**config.mk**
```make
export PLATFORM = sky130hd
export DESIGN_NAME = m_stage_io_ctrl_flat
export DESIGN_NICKNAME = d
export VERILOG_FILES = /design/src/rtl/m_stage_io_ctrl_pkg.sv /design/src/rtl/m_stage_io_ctrl_if.sv /design/src/rtl/m_stage_io_ctrl_btn.sv /design/src/rtl/m_stage_io_ctrl.sv /design/src/flat_wrapper.sv
export SDC_FILE = /design/constraint.sdc
export NUM_CORES = 1
export LEC_CHECK = 0
export ABC_AREA = 1
export BUFFER_PORTS_ARGS = -buffer_cell sky130_fd_sc_hd__buf_2
export CAP_MARGIN = 5
export CORE_MARGIN = 4
export CORE_UTILIZATION = 41
export DETAILED_ROUTE_END_ITERATION = 10
export RECOVER_POWER = 25
export SETUP_SLACK_MARGIN = 0.1
export SLEW_MARGIN = 30
export SYNTH_ARGS = -nofsm -noshare
export SYNTH_HDL_FRONTEND = slang
export SYNTH_SLANG_ARGS = --single-unit
```
**constraint.sdc**
```tcl
create_clock -name clock -period 1.77 [get_ports clock]
set_input_delay 0.354 -clock clock [delete_from_list [all_inputs] [get_ports clock]]
set_output_delay 0.354 -clock clock [all_outputs]
set_load 0.005 [all_outputs]
```
**src/rtl/m_stage_io_ctrl_pkg.sv**
```systemverilog
// Shared constants and instruction field decode for the M-stage I/O control slice.
package m_io_pkg;

  localparam logic [4:0] OP_SW  = 5'b00111;
  localparam logic [4:0] OP_SBP = 5'b10111;

  localparam int BTN_IDX_LSB  = 0;
  localparam int CTRL_IDX_LSB = 4;
  localparam int MODE_BIT     = 16;
  localparam int IDX_W        = 4;

  localparam int MAX_CTRL = 16;
  localparam int MAX_BTNS = 16;

  typedef struct packed {
    logic [4:0]       opcode;
    logic             mode;
    logic [IDX_W-1:0] ctrl_idx;
    logic [IDX_W-1:0] btn_idx;
  } m_fields_t;

  // Pull the opcode and sbp operand fields out of a 32-bit instruction word.
  function automatic m_fields_t decode_fields(input logic [31:0] instr);
    m_fields_t f;
    f.opcode   = instr[31:27];
    f.mode     = instr[MODE_BIT];
    f.ctrl_idx = instr[CTRL_IDX_LSB +: IDX_W];
    f.btn_idx  = instr[BTN_IDX_LSB +: IDX_W];
    return f;
  endfunction

endpackage

```
**src/rtl/m_stage_io_ctrl_if.sv**
```systemverilog
// M-stage instruction/stall inputs, raw controller pins and button-side results.
interface m_stage_io_if #(
  parameter int N_CTRL = 2,
  parameter int BTNS   = 8
);
  logic [31:0]            instr;
  logic                   stall;
  logic [N_CTRL*BTNS-1:0] ctrl_in;
  logic                   mem_we;
  logic                   sbp;
  logic                   bval;
  logic [N_CTRL*BTNS-1:0] btn_state;
  logic [N_CTRL*BTNS-1:0] edge_pend;

  modport master (
    output instr, stall, ctrl_in,
    input  mem_we, sbp, bval, btn_state, edge_pend
  );

  modport slave (
    input  instr, stall, ctrl_in,
    output mem_we, sbp, bval, btn_state, edge_pend
  );
endinterface

```
**src/rtl/m_stage_io_ctrl_btn.sv**
```systemverilog
// One button pin: two-flop synchroniser, debounce counter and sticky press latch.
module btn_conditioner #(
  parameter int DB_CYCLES  = 4,
  parameter bit ACTIVE_LOW = 1'b0
) (
  input  logic clock,
  input  logic reset,
  input  logic pin,
  input  logic consume,
  output logic deb,
  output logic pend
);

  localparam int CNT_W = $clog2(DB_CYCLES + 1);
  localparam logic [CNT_W-1:0] CNT_LAST = CNT_W'(DB_CYCLES - 1);

  logic             sync_p0;
  logic             sync_p1;
  logic             sync_lvl;
  logic [CNT_W-1:0] cnt;
  logic             flip;
  logic             rise;

  // Stage p0 -> p1: metastability filter on the asynchronous pin.
  always_ff @(posedge clock) begin
    if (reset) begin
      sync_p0 <= 1'b0;
      sync_p1 <= 1'b0;
    end else begin
      sync_p0 <= pin;
      sync_p1 <= sync_p0;
    end
  end

  assign sync_lvl = sync_p1 ^ ACTIVE_LOW;
  assign flip     = (sync_lvl != deb) && (cnt == CNT_LAST);
  assign rise     = flip & ~deb;

  // Debounce: flip only after DB_CYCLES consecutive disagreeing samples.
  always_ff @(posedge clock) begin
    if (reset) begin
      deb <= 1'b0;
      cnt <= '0;
    end else if (sync_lvl == deb) begin
      cnt <= '0;
    end else if (cnt == CNT_LAST) begin
      deb <= ~deb;
      cnt <= '0;
    end else begin
      cnt <= cnt + CNT_W'(1);
    end
  end

  // Press latch: a new press outranks a same-cycle consuming read.
  always_ff @(posedge clock) begin
    if (reset) begin
      pend <= 1'b0;
    end else begin
      pend <= rise | (pend & ~consume);
    end
  end

endmodule

```
**src/rtl/m_stage_io_ctrl.sv**
```systemverilog
// M-stage control: sw/sbp decode, per-button conditioning and the sbp read mux.
module m_stage_io_ctrl
  import m_io_pkg::*;
#(
  parameter int N_CTRL     = 2,
  parameter int BTNS       = 8,
  parameter int DB_CYCLES  = 4,
  parameter bit ACTIVE_LOW = 1'b0
) (
  input  logic         clock,
  input  logic         reset,
  m_stage_io_if.slave  io
);

  localparam int NB = N_CTRL * BTNS;

  if (N_CTRL < 1 || N_CTRL > MAX_CTRL || BTNS < 1 || BTNS > MAX_BTNS || DB_CYCLES < 1)
  begin : g_bad_param
    $error("m_stage_io_ctrl: parameter out of supported range");
  end

  m_fields_t         f;
  logic              is_sbp;
  logic              consume_req;
  logic [NB-1:0]     deb_vec;
  logic [NB-1:0]     pend_vec;
  logic              bval_c;

  assign f           = decode_fields(io.instr);
  assign is_sbp      = (f.opcode == OP_SBP);
  assign consume_req = is_sbp & f.mode & ~io.stall;

  assign io.mem_we    = (f.opcode == OP_SW) & ~io.stall;
  assign io.sbp       = is_sbp;
  assign io.btn_state = deb_vec;
  assign io.edge_pend = pend_vec;
  assign io.bval      = bval_c;

  for (genvar c = 0; c < N_CTRL; c++) begin : g_ctrl
    for (genvar b = 0; b < BTNS; b++) begin : g_btn
      localparam int I = c * BTNS + b;
      logic hit;
      assign hit = consume_req && (f.ctrl_idx == IDX_W'(c)) && (f.btn_idx == IDX_W'(b));
      btn_conditioner #(
        .DB_CYCLES  (DB_CYCLES),
        .ACTIVE_LOW (ACTIVE_LOW)
      ) u_btn (
        .clock   (clock),
        .reset   (reset),
        .pin     (io.ctrl_in[I]),
        .consume (hit),
        .deb     (deb_vec[I]),
        .pend    (pend_vec[I])
      );
    end
  end

  // Read mux: only an exact in-range (controller, button) match can return 1.
  always_comb begin
    bval_c = 1'b0;
    for (int c = 0; c < N_CTRL; c++) begin
      for (int b = 0; b < BTNS; b++) begin
        if (is_sbp && (f.ctrl_idx == c[IDX_W-1:0]) && (f.btn_idx == b[IDX_W-1:0])) begin
          bval_c = f.mode ? pend_vec[c*BTNS+b] : deb_vec[c*BTNS+b];
        end
      end
    end
  end

endmodule

```
**src/flat_wrapper.sv**
```systemverilog
// flat-port wrapper written by rule: the top's interface ports become plain ports
module m_stage_io_ctrl_flat import m_io_pkg::*;
#(
  parameter int N_CTRL     = 2,
  parameter int BTNS       = 8,
  parameter int DB_CYCLES  = 4,
  parameter bit ACTIVE_LOW = 1'b0
)
  (clock, reset, io_instr, io_stall, io_ctrl_in, io_mem_we, io_sbp, io_bval, io_btn_state, io_edge_pend);
  m_stage_io_if #(.N_CTRL(N_CTRL), .BTNS(BTNS)) io_i ();
  input  logic clock;
  input  logic reset;
  input wire logic [$bits(io_i.instr)-1:0] io_instr;
  input wire logic [$bits(io_i.stall)-1:0] io_stall;
  input wire logic [$bits(io_i.ctrl_in)-1:0] io_ctrl_in;
  output wire logic [$bits(io_i.mem_we)-1:0] io_mem_we;
  output wire logic [$bits(io_i.sbp)-1:0] io_sbp;
  output wire logic [$bits(io_i.bval)-1:0] io_bval;
  output wire logic [$bits(io_i.btn_state)-1:0] io_btn_state;
  output wire logic [$bits(io_i.edge_pend)-1:0] io_edge_pend;
  assign io_i.instr = io_instr;
  assign io_i.stall = io_stall;
  assign io_i.ctrl_in = io_ctrl_in;
  assign io_mem_we = io_i.mem_we;
  assign io_sbp = io_i.sbp;
  assign io_bval = io_i.bval;
  assign io_btn_state = io_i.btn_state;
  assign io_edge_pend = io_i.edge_pend;
  m_stage_io_ctrl #(.N_CTRL(N_CTRL), .BTNS(BTNS), .DB_CYCLES(DB_CYCLES), .ACTIVE_LOW(ACTIVE_LOW)) u_core (.clock(clock), .reset(reset), .io(io_i));
endmodule
```
* After elaboration in Yosys (flattened, before gate mapping)
Cells that the tools add are included.
** Storage, ports and cells
- Register bits after elaboration :: 112
- Word-level logic and storage cells :: 372
** Operators by class
- Add/subtract/negate cells :: 16
- Equal/unequal tests :: 58
- Muxes and demuxes :: 32
- Bitwise logic cells :: 100
- Reduce and logical (&&, ||, !) cells :: 86
** Operators by type and width (number)
- 1-bit logical AND :: 52
- 1-bit NOT :: 49
- 3-bit by 1-bit adder with 3-bit output (second input constant) :: 16
- 3-bit by 2-bit == test with 1-bit output (second input constant) :: 16
- 3-bit OR reduction :: 16
- 1-bit AND :: 35
- 1-bit two-way mux :: 32
- 2-bit AND reduction :: 16
- 1-bit == test :: 16
- 4-bit by 3-bit == test with 1-bit output (second input constant) :: 4
- 1-bit != test :: 16
- 1-bit bitwise OR :: 16
- 4-bit by 1-bit == test with 1-bit output (second input constant) :: 2
- 4-bit by 2-bit == test with 1-bit output (second input constant) :: 2
- 4-bit zero test :: 2
- 5-bit by 3-bit == test with 1-bit output (second input constant) :: 1
- 5-bit == test (second input constant) :: 1

* Depth between registers and ports, before layout
Gate-level depths: netlist (run 1).
- Depth in word-level cells :: 19
- Gate-level depth with buffers :: 18
- Mapped depth without buffers :: 17

* Cells and area by module
Synthesis (run 1) repeated with hierarchy kept, for this count alone.
** Unflattened totals
- Cell total of the unflattened synthesis :: 664
- Area total of the unflattened synthesis :: 4904.7 sq um
** By module, submodules not included
- btn_conditioner :: times used 16, cells an instance 32, area an instance 264.0 sq um
- m_stage_io_ctrl :: times used 1, cells an instance 152, area an instance 680.7 sq um

* Worst setup path before layout (run 1)
No wires, ideal clock.
- Path type :: input -> output
- From :: input io_instr[7]
- To :: output io_bval
- Arrival :: 1.425 ns
- Data required time :: 1.416 ns
- Slack :: -0.009 ns
- Stages on the path :: 10
- Cells stage by stage :: or2_1 > nor3b_2 > nand2_1 > a2111oi_1 > inv_1 > nand2_1 > nand2_1 > nand3_1 > nand2_1 > nand2_1
** Between the ends
- Word-level cells in the longest chain between the ends :: 19
- Elaborated cells between the ends (all ways) :: 36
- Classes of those cells :: eq/ne (1); mux (16); reduce/logical (19)
** RTL lines
- from (decl) :: RTL line flat_wrapper.sv:13 : input wire logic [$bits(io_i.instr)-1:0] io_instr;
- 4-bit zero test :: RTL line m_stage_io_ctrl.sv:63 : if (is_sbp && (f.ctrl_idx == c[IDX_W-1:0]) && (f.btn_idx == b[IDX_W-1:0])) begin
- 1-bit logical AND (2 in a row) :: RTL line m_stage_io_ctrl.sv:63
- 1-bit two-way mux (15 in a row) :: RTL line m_stage_io_ctrl.sv:63
- 1-bit two-way mux * :: RTL line m_stage_io_ctrl.sv:63
- to (decl) :: RTL line flat_wrapper.sv:18 : output wire logic [$bits(io_i.bval)-1:0] io_bval;
Every way passes the cells marked *; elsewhere a longest branch is shown, timed or not.

* Final worst setup path (run 1)
- From :: register u_core.g_ctrl[0].g_btn[1].u_btn.deb
- To :: output io_bval
** Between the ends
- Word-level cells in the longest chain between the ends :: 16
** RTL lines
- from (decl) :: RTL line m_stage_io_ctrl_btn.sv:10 : output logic deb,
- from (signal assigned) :: RTL line m_stage_io_ctrl_btn.sv:47 : deb <= ~deb;
- 1-bit two-way mux :: RTL line m_stage_io_ctrl.sv:64 : bval_c = f.mode ? pend_vec[c*BTNS+b] : deb_vec[c*BTNS+b];
- 1-bit two-way mux (15 in a row) :: RTL line m_stage_io_ctrl.sv:63
Every way passes these cells.

==> results of run 1 <==
==> timing repair <==
item                                    4_1_cts  5_1_grt
pin swaps                                     1        0
endpoints found under the setup margin        1        1
gates cloned                                  0        0
resized for setup                             8        7
setup buffers                                 0        0
hold buffers                                  0        0
==> routing by layer <==
layer	vias to the layer above	GRT usage, %
met4	0	4.38
met1	1646	17.6
li1	1952	-
met2	53	26.9
met5	-	0
met3	11	3.58
==> cell families (layout without fill, tap and decap cells) <==
family / count (synthesis) / count (layout) / share of synthesized area (%)
simple gates: 188 / 188 / 16.9
flops: 112 / 112 / 47.5
buf+inv: 157 / 242 / 15.2
xor+xnor: 16 / 16 / 2.97
fa+ha+maj: 32 / 32 / 8.49
compound gates: 78 / 78 / 8.92
==> cell type report <==
| cell class | count | share of cell area, % |
|---|---|---|
| Sequential cell | 112 | 40.2 |
| Clock buffer | 10 | 4.28 |
| Tap cell | 140 | 3.13 |
| Multi-Input combinational cell | 314 | 31.9 |
| Inverter | 114 | 7.70 |
| Clock inverter | 5 | 0.716 |
| Timing Repair Buffer | 113 | 12.0 |
==> cells in the final DEF (no fill, tap or decap), types with 3 or more instances in the layout <==
master | Yosys | routed
inv_1 | 108 | 107
buf_2 | 2 | 66
o21ai_0 | 39 | 35
dfxtp_2 | 0 | 3
xor2_1 | 16 | 16
inv_2 | 5 | 5
nor2_1 | 95 | 93
dfxtp_1 | 112 | 109
nand3_1 | 42 | 40
ha_1 | 32 | 32
nand2_1 | 41 | 39
a21oi_1 | 29 | 29
o211ai_1 | 4 | 4
o2111ai_1 | 3 | 3
buf_4 | 33 | 44
clkbuf_16 | 0 | 9
o21ai_1 | 0 | 4
nor2_2 | 2 | 4
==> power by group through the flow <==
stage / combinational [mW] / sequential, mW / clock (mW)
6_report: 0.229 / 2.59 / 1.91
5_1_grt: 0.265 / 2.59 / 2.05
4_1_cts: 0.234 / 2.59 / 1.95
3_5_place_dp: 0.232 / 2.64 / 0
3_3_place_gp: 0.226 / 2.64 / 0
2_1_floorplan: 0.128 / 2.64 / 0
==> state kept, by name, summed over array words and instances, names as in the netlist <==
name	cells
u_core.g_ctrl.g_btn.u_btn.pend	16
u_core.g_ctrl.g_btn.u_btn.cnt	48
u_core.g_ctrl.g_btn.u_btn.deb	16
u_core.g_ctrl.g_btn.u_btn.sync_p0	16
u_core.g_ctrl.g_btn.u_btn.sync_lvl	16
==> stage by stage <==
| stage | util [%] | setup WS [ps] | cells |
|---|---|---|---|
| final | 50.7 | -332 | 808 |
| after global routing | 50.7 | -491 | 808 |
| after CTS | 50.6 | -347 | 808 |
| after detailed placement | 48.0 | -351 | 793 |
| after global placement | 48.0 | -324 | 793 |
| after floorplan | - | -3.83 | 583 |
==> path summary, 6_finish.rpt <==
kind	endpoint	slack (ps)	cells after the start
max	io_bval	-330	17
min	u_core.g_ctrl[0].g_btn[0].u_btn.sync_p0	210	3
max reg2reg	u_core.g_ctrl[1].g_btn[3].u_btn.cnt[0]	590	5
min reg2reg	u_core.g_ctrl[0].g_btn[7].u_btn.sync_lvl	400	2
==> worst register-to-register path, delay by kind of cell (launching register included) <==
kind / cells / cell delay [ps]
buffers and inverters: 1 / 100
AND/OR/NAND/NOR: 2 / 270
flip-flops: 1 / 330
adder cells (fa/ha/maj): 2 / 420
==> results_dict.tcl, run 1 <==
set metrics [dict create \
    wl_um 9440 \
    power.internal_mw 3.66 \
    min_period_ps 2100 \
    numCtsBuffers 9 \
    hold_ws_ps 206 \
    ys_seq_area_share_pct 47.5 \
    hold_path.class "in -> reg" \
    grt_pass1_wl_um 15700 \
    clock_sinks 112 \
    ys_warn_count 0 \
    m1WireLength_um 4240 \
    io_buffers 67 \
    cts_tree "done" \
    multiInputGateArea_um2 1790 \
    tightest_slew_ps 808 \
    rows 38 \
    startpoint "u_core.g_ctrl[0].g_btn[1].u_btn.deb" \
    synthCells 583 \
    fmax_mhz 476 \
    synth-edff-count 0 \
    final.period_utilization_pct 119 \
    syn_avg_cell_area_um2 8.09 \
    min_from "io_ctrl_in[0]" \
    synth_area_leaders "dfxtp_1, inv_1, ha_1" \
    io_pins 86 \
    first_pass_iters 4 \
    worstPathRequired_ps 1420 \
    clock_latency_ps 340 \
    synth_common_cells "dfxtp_1, inv_1, nor2_1" \
    critPathBufInv 2 \
    vias 3662 \
    dieArea_um2 13300 \
    route.met3.wl_um 358 \
    dieWidth_um 115 \
    power_frac_seq_pct 54.8 \
    combPwrFrac_pct 4.9 \
    setup_viol_count_final 1 \
    drv_cap 0 \
    synthArstFlopShare_pct 0 \
    syn_nets 666 \
    num_antenna_cells 0 \
    worst_path_largest_cell_delay_ps 330 \
    cpMaxStageDelayCell "dfxtp_2" \
    criticalPathCategory "reg -> out" \
    synth_area_leader_cell "dfxtp_1" \
    post-dp-hpwl_um 7460 \
    p_switching_mw 1.06 \
    ys.flop_type "dfxtp_1" \
    ir_drop_uv 584 \
    netlist_area_um2 4720 \
    synth_cell_type_count 27 \
    crit-reg2reg-launch "u_core.g_ctrl[1].g_btn[3].u_btn.cnt[0]" \
    path_max_fanout 2 \
    critPathLaunchType "register" \
    hold_viol_final 0 \
    grt_start_max_net_pins 37 \
    seqCellArea_um2 2250 \
    highest_layer "met4" \
    p_leak_nw 2.64 \
    synth_seq_cells 112 \
    p_total_mw 4.72 \
    place_congestion 0.913 \
    antenna_found_initial 0 \
    rsz0062_at_grt "yes" \
    grt_pass1_vias 3516 \
    cts.reportedPaths.clkPinSlew_ps 70 \
    fillers 1087 \
    via_per_inst 4.53 \
    htreeDepth 3 \
    wl_met2_um 4730 \
    grt_overflow 0 \
    postPlaceCellArea_um2 5290 \
    fin_skew_ps 6.04 \
    yosysTopAreaCellShare_pct 47.5 \
    die_height_um 115 \
    power_density_nw_per_um2 845 \
    violations "setup timing" \
    path_cells "inv_2 > nor2_2 > nor2_2 > nand2_1 > nand3_1 > nand2_1 > nand2_1 > nand2_1 > nand2_1 > nand2_1 > nand2_1 > nand2_1 > nand2_1 > nand3_1 > nand2_1 > nand2_1 > buf_2" \
    cts.path.max_buffers 2 \
    power_frac_clock_pct 40.4 \
    wl_per_cell_um 11.7 \
    clock-root-buffer "clkbuf_16" \
    design_area_um2 5590 \
    slew_violations 0 \
    layout-drive-gt1-share_pct 22.2 \
    timing.final.ws_setup_ps -332 \
    tns_ps -332 \
    timing.slew.headroom_pct 46.1 \
    flow.area_growth_from_synthesis_pct 18.5 \
    status "finished, violations left" \
    crit_family "simple AND/OR/NAND/NOR gates" \
    sw_frac_of_total_pct 22.5 \
    ant_nets 0 \
    drcViolationCount 0 \
    initial_core_util_pct 42.8 \
    grt.total_usage_pct 14.9 \
    end_kind "output port" \
    cpMostUsedCell "nand2_1" \
    cp.arrival_ps 1750 \
    drt_iter0_drc 142 \
    fin_nets 747 \
    core_area_um2 11000 \
    yosysMostFrequentCell "dfxtp_1" \
]
No activity file was read; power rests on OpenSTA's default activity.
==> run 2: changes to the inputs <==
Settings changed: CORE_ASPECT_RATIO set to 1.75.
==> run 2 against run 1 <==
Compared with the run above:
- the flow still finishes with violations (setup timing)
- global-route usage grew 0.70 points
- non-clock buffer count up 1
- fmax shrank 1.9%
- cell area increased by 0.58%
- utilization fell by 0.33 points
- setup slack lost 41 ps
- clock power grew 6%
- critical path depth down 1
- sequential cell count unchanged
==> results_dict.tcl, run 2 (synthesis gave the netlist of run 1 again) <==
set metrics [dict create \
    r2r_end "u_core.g_ctrl[1].g_btn[5].u_btn.cnt[0]" \
    drt_iter0_drc 122 \
    r2r_slack_ps 620 \
    postPlaceCellArea_um2 5310 \
    ant_nets 0 \
    cts_tree "done" \
    min_period_ps 2140 \
    core_area_um2 11200 \
    cts.path.max_buffers 2 \
    rows 51 \
    initial_core_util_pct 42.2 \
    hold_viol_final 0 \
    end_kind "output port" \
    tns_ps -373 \
    violations "setup timing" \
    worstPathRequired_ps 1420 \
    final_util_pct 50.3 \
    io_buffers 67 \
    grt_start_max_net_pins 47 \
    clock_sinks 112 \
    first_pass_iters 4 \
    timing.final.ws_setup_ps -373 \
    hold_path.class "in -> reg" \
    crit-reg2reg-launch "u_core.g_ctrl[1].g_btn[5].u_btn.cnt[0]" \
    vias 3729 \
    clock_latency_ps 340 \
    rsz0062_at_grt "yes" \
    dieArea_um2 13300 \
    wl_um 9820 \
    cp.arrival_ps 1790 \
    largest_reg_flops 48 \
    min_from "io_ctrl_in[13]" \
    dieWidth_um 89.1 \
    reg2regPathDepth 5 \
    registers.top_by_ff_count "u_core.g_ctrl.g_btn.u_btn.cnt" \
    endpoint "io_bval" \
    htreeDepth 3 \
    wl_per_cell_um 12.2 \
    path_max_fanout 2 \
    antenna_found_initial 0 \
    place_congestion 0.888 \
    tightest_slew_ps 1020 \
    p_total_mw 4.84 \
    power_density_nw_per_um2 861 \
    final_cell_mix "dfxtp_1, inv_1, nor2_1" \
    critPathLaunchType "register" \
    clock-root-buffer "clkbuf_16" \
    status "finished, violations left" \
    flow.area_growth_from_synthesis_pct 19.2 \
    ir_drop_uv 538 \
    io_pins 86 \
    numCtsBuffers 9 \
    drcViolationCount 0 \
    grt_pass1_wl_um 16100 \
    die_height_um 150 \
    final.period_utilization_pct 121 \
    fin_skew_ps 4.74 \
    layout-drive-gt1-share_pct 22.2 \
    drv_cap 0 \
    cts_hold_buf 0 \
    design_area_um2 5620 \
    grt.total_usage_pct 15.6 \
    criticalPathCategory "reg -> out" \
    slew_violations 0 \
    grt_pass1_vias 3708 \
    cts.reportedPaths.clkPinSlew_ps 70 \
    fmax_mhz 467 \
    num_antenna_cells 0 \
    post-dp-hpwl_um 7710 \
    grt_overflow 0 \
    fillers 1077 \
    setup_viol_count_final 1 \
    via_per_inst 4.65 \
    startpoint "u_core.g_ctrl[0].g_btn[4].u_btn.pend" \
    fin_nets 748 \
    timing.slew.headroom_pct 32.2 \
    final_common_cell "dfxtp_1" \
    p_leak_nw 2.67 \
]
run 2: metrics by stage:
step                std cells  hold slack (ps)  setup WS (ps)
detailed placement        786              396           -337
global placement          786              390           -375
global route              802              210           -514
CTS                       802              202           -376
finish                    802              208           -373
floorplan                 583              388          -3.83
run 2: where the power goes:
| group | switching (mW) | internal, mW | leakage, nW |
|---|---|---|---|
| sequential | 0.0228 | 2.56 | 0.912 |
| clock | 0.845 | 1.18 | 0.143 |
| combinational | 0.136 | 0.0931 | 1.61 |
run 2: metal layers:
layer  wire length [µm]  share of wire (%)  global-route usage (%)
met2               5340                 54                    28.7
met3                401                4.1                    3.53
met5                  0                  0                       0
met4                354                3.6                    8.72
met1               3720                 38                    15.6
run 2: final cells by class:
class | count | area, µm² | area share (%)
Sequential cell | 112 | 2250 | 40.0
Multi-Input combinational cell | 314 | 1780 | 31.7
Inverter | 114 | 428 | 7.61
Tap cell | 132 | 165 | 2.94
Clock buffer | 14 | 264 | 4.70
Clock inverter | 2 | 37.5 | 0.668
Timing Repair Buffer | 114 | 697 | 12.4
run 2: how the worst min path moves through the flow:
stage,to,slack (ps),cells after the start
2_1_floorplan,u_core.g_ctrl[0].g_btn[0].u_btn.sync_lvl,390,2
3_3_place_gp,u_core.g_ctrl[1].g_btn[2].u_btn.sync_lvl,390,2
3_5_place_dp,u_core.g_ctrl[0].g_btn[0].u_btn.sync_lvl,400,2
4_1_cts,u_core.g_ctrl[0].g_btn[3].u_btn.sync_p0,200,3
5_1_grt,u_core.g_ctrl[0].g_btn[0].u_btn.sync_p0,210,3
6_report,u_core.g_ctrl[1].g_btn[5].u_btn.sync_p0,210,3
run 2: timing repair:
item / in CTS / in global routing
buffers inserted: 0 / 0
setup endpoints to repair: 1 / 3
pin swaps: 1 / 2
resized for setup: 9 / 6
run 2: critical path, cell delays in order (launching register included):
cell	delay [ps]
dfxtp_1	310
nand2_1	60
o21ai_1	60
buf_4	140
a21oi_2	130
nand2_1	60
nand2_1	50
nand2_1	50
nand2_1	50
nand2_1	40
nand2_1	60
nand2_1	60
nand2_1	50
nand3_1	60
nand2_1	70
nand2_1	60
buf_2	120
==> run 3: changes to the inputs <==
Settings changed: SYNTH_HIERARCHICAL set to 1.
==> run 3 against run 2 <==
Compared with the run above:
- the run still ends with setup timing left
- synthesized area up 4.0%
- via count rose by 13%
- non-clock buffer count decreased by 1
- clock-buffer cell count shrank 5
- hold slack got worse by 5.4 ps
- highest routed layer unchanged
- combinational power up 9.1%
- sequential power about the same
- utilization rose by 1.8 points
- global-route usage decreased by 0.56 points
- largest power group unchanged
- cell count is 15% higher
- critical path depth increased by 3
==> results_dict.tcl, run 3 <==
set metrics [dict create \
    fin_skew_ps 8.86 \
    drt_iter0_drc 134 \
    grt.total_usage_pct 15.1 \
    critPathLaunchType "register" \
    p_leak_nw 2.84 \
    layout-drive-gt1-share_pct 22.5 \
    end_kind "output port" \
    r2r_end "u_core/g_ctrl[1].g_btn[2].u_btn/cnt[2]" \
    post-dp-hpwl_um 7860 \
    wl_per_cell_um 10.7 \
    postCtsSetupRepairBufs 0 \
    p_total_mw 5.13 \
    drv_cap 0 \
    ant_nets 0 \
    postPlaceCellArea_um2 5750 \
    final_cell_mix "inv_1, nor2_1, dfxtp_1" \
    crit-reg2reg-launch "u_core/g_ctrl[1].g_btn[2].u_btn/cnt[0]" \
    slew_violations 0 \
    design_area_um2 6070 \
    grt_start_max_net_pins 39 \
    core_area_um2 11600 \
    rows 52 \
    synth_common_cells "inv_1, nor2_1, dfxtp_1" \
    via_per_inst 4.55 \
    fin_cells 923 \
    fin_nets 867 \
    grt_pass1_vias 4092 \
    tightest_slew_ps 868 \
    min_period_ps 2190 \
    cts_tree "done" \
    clock-root-buffer "clkbuf_16" \
    synth-edff-count 0 \
    netlist_area_um2 4900 \
    timing.final.ws_setup_ps -423 \
    dieArea_um2 13800 \
    drcViolationCount 0 \
    place_ws_ps -368 \
    die_height_um 153 \
    hold_path_end "u_core/g_ctrl[1].g_btn[3].u_btn/sync_p0" \
    rsz0062_at_grt "yes" \
    hold_ws_ps 203 \
    clock_latency_ps 350 \
    syn_nets 747 \
    r2r_slack_ps 590 \
    antenna_found_initial 0 \
    first_pass_iters 4 \
    cp.arrival_ps 1840 \
    clock_sinks 112 \
    dp.cells 908 \
    fmax_mhz 456 \
    htreeDepth 3 \
    syn_avg_cell_area_um2 7.39 \
    violations "setup timing" \
    power_density_nw_per_um2 844 \
    grt_pass1_wl_um 17200 \
    io_buffers 67 \
    yosysMostFrequentCell "inv_1" \
    cts.path.max_buffers 2 \
    reg2regPathDepth 5 \
    numCtsBuffers 9 \
    status "finished, violations left" \
    setup_viol_count_final 1 \
    hold_viol_final 0 \
    grt_use_met1_pct 15.6 \
    busiest_layer "met2" \
    final_common_cell "inv_1" \
    ir_drop_uv 521 \
    met2_usage_pct 27.7 \
    fillers 1145 \
    yosysTopAreaCellShare_pct 45.7 \
    synth_seq_cells 112 \
    place_congestion 0.858 \
    min_from "io_ctrl_in[11]" \
    registers.top_by_ff_count "u_core/g_ctrl.g_btn.u_btn/cnt" \
    flow.area_growth_from_synthesis_pct 23.8 \
    path_max_fanout 2 \
    whs_path_depth 3 \
    ys_warn_count 6 \
    worstPathRequired_ps 1420 \
    criticalPathCategory "reg -> out" \
    final.period_utilization_pct 124 \
    synth_cell_type_count 23 \
    cts_hold_buf 0 \
    initial_core_util_pct 42.1 \
    largest_reg_flops 48 \
    ys.flop_type "dfxtp_1" \
    synthArstFlopShare_pct 0 \
    synthCells 664 \
    synth_area_leaders "dfxtp_1, inv_1, nor2_1" \
    dieWidth_um 90.7 \
    io_pins 86 \
    wl_um 9840 \
    grt_use_met3_pct 3.56 \
    vias 4202 \
    grt_overflow 0 \
    cts.reportedPaths.clkPinSlew_ps 70 \
    timing.slew.headroom_pct 42.1 \
    ys_seq_area_share_pct 45.7 \
    synth_area_leader_cell "dfxtp_1" \
    hold_path.class "in -> reg" \
    num_antenna_cells 0 \
]
==> run 3: area by class of cell <==
type / count / area [µm²] / share of cell area, %
Timing Repair Buffer: 113 / 674 / 11.1
Tap cell: 135 / 169 / 2.78
Sequential cell: 112 / 2240 / 37.0
Clock buffer: 9 / 225 / 3.71
Inverter: 158 / 593 / 9.77
Clock inverter: 6 / 115 / 1.90
Multi-Input combinational cell: 390 / 2050 / 33.8
==> run 3: through the flow <==
step / setup TNS [ps] / util, %
3_3_place_gp: -336 / 49.4
2_1_floorplan: -4.60 / -
6_report: -423 / 52.1
4_1_cts: -444 / 52.3
3_5_place_dp: -368 / 49.4
5_1_grt: -578 / 52.1
==> run 3: worst max path at each step <==
stage | cells after the start | end | slack, ps | from
floorplan | 20 | io_bval | -5 | io_instr[1]
global placement | 21 | io_bval | -340 | io_instr[0]
detailed placement | 21 | io_bval | -370 | io_instr[0]
CTS | 19 | io_bval | -440 | u_core/g_ctrl[0].g_btn[1].u_btn/pend
global route | 19 | io_bval | -580 | u_core/g_ctrl[0].g_btn[1].u_btn/pend
finish | 19 | io_bval | -420 | u_core/g_ctrl[0].g_btn[3].u_btn/deb
==> run 3: cell families after synthesis <==
group / share of synthesized area, %
adders and majority gates: 8.16
and+or+nand+nor: 30.5
buffers and inverters: 12.7
AOI/OAI and AO/OA: 2.73
DFF: 45.7
muxes: 0.204
==> run 3: timing repair <==
action	4_1_cts	5_1_grt
gates resized for setup	0	5
endpoints found under the setup margin	1	1
pin swaps	0	6
==> run 3: where the power goes <==
group          switching [mW]  leakage (nW)  internal, mW
Combinational           0.148          1.76         0.103
Clock                   0.898         0.168          1.39
Sequential             0.0253         0.911          2.56
Total                    1.07          2.84          4.05
==> run 3: per-layer routing <==
layer	share of wire, %	up-vias	routed length, µm
li1	-	2225	-
met1	39	1888	3860
met2	53	66	5210
met3	3.7	23	366
met4	4.1	0	400
met5	0	-	0
==> run 3: worst max-delay path: stages, from the launching register on <==
cell	delay, ps
dfxtp_1	310
nand3_1	90
nand2_1	60
inv_1	70
nand3_2	70
nand3_2	70
nand2_1	40
nand2_1	50
nand2_1	50
nand2_1	80
nand2_1	50
nand2_1	50
nand3_1	70
nand2_1	70
nand2_1	50
nand2_1	50
nand2_1	50
nand2_1	50
nand2_1	50
buf_2	120
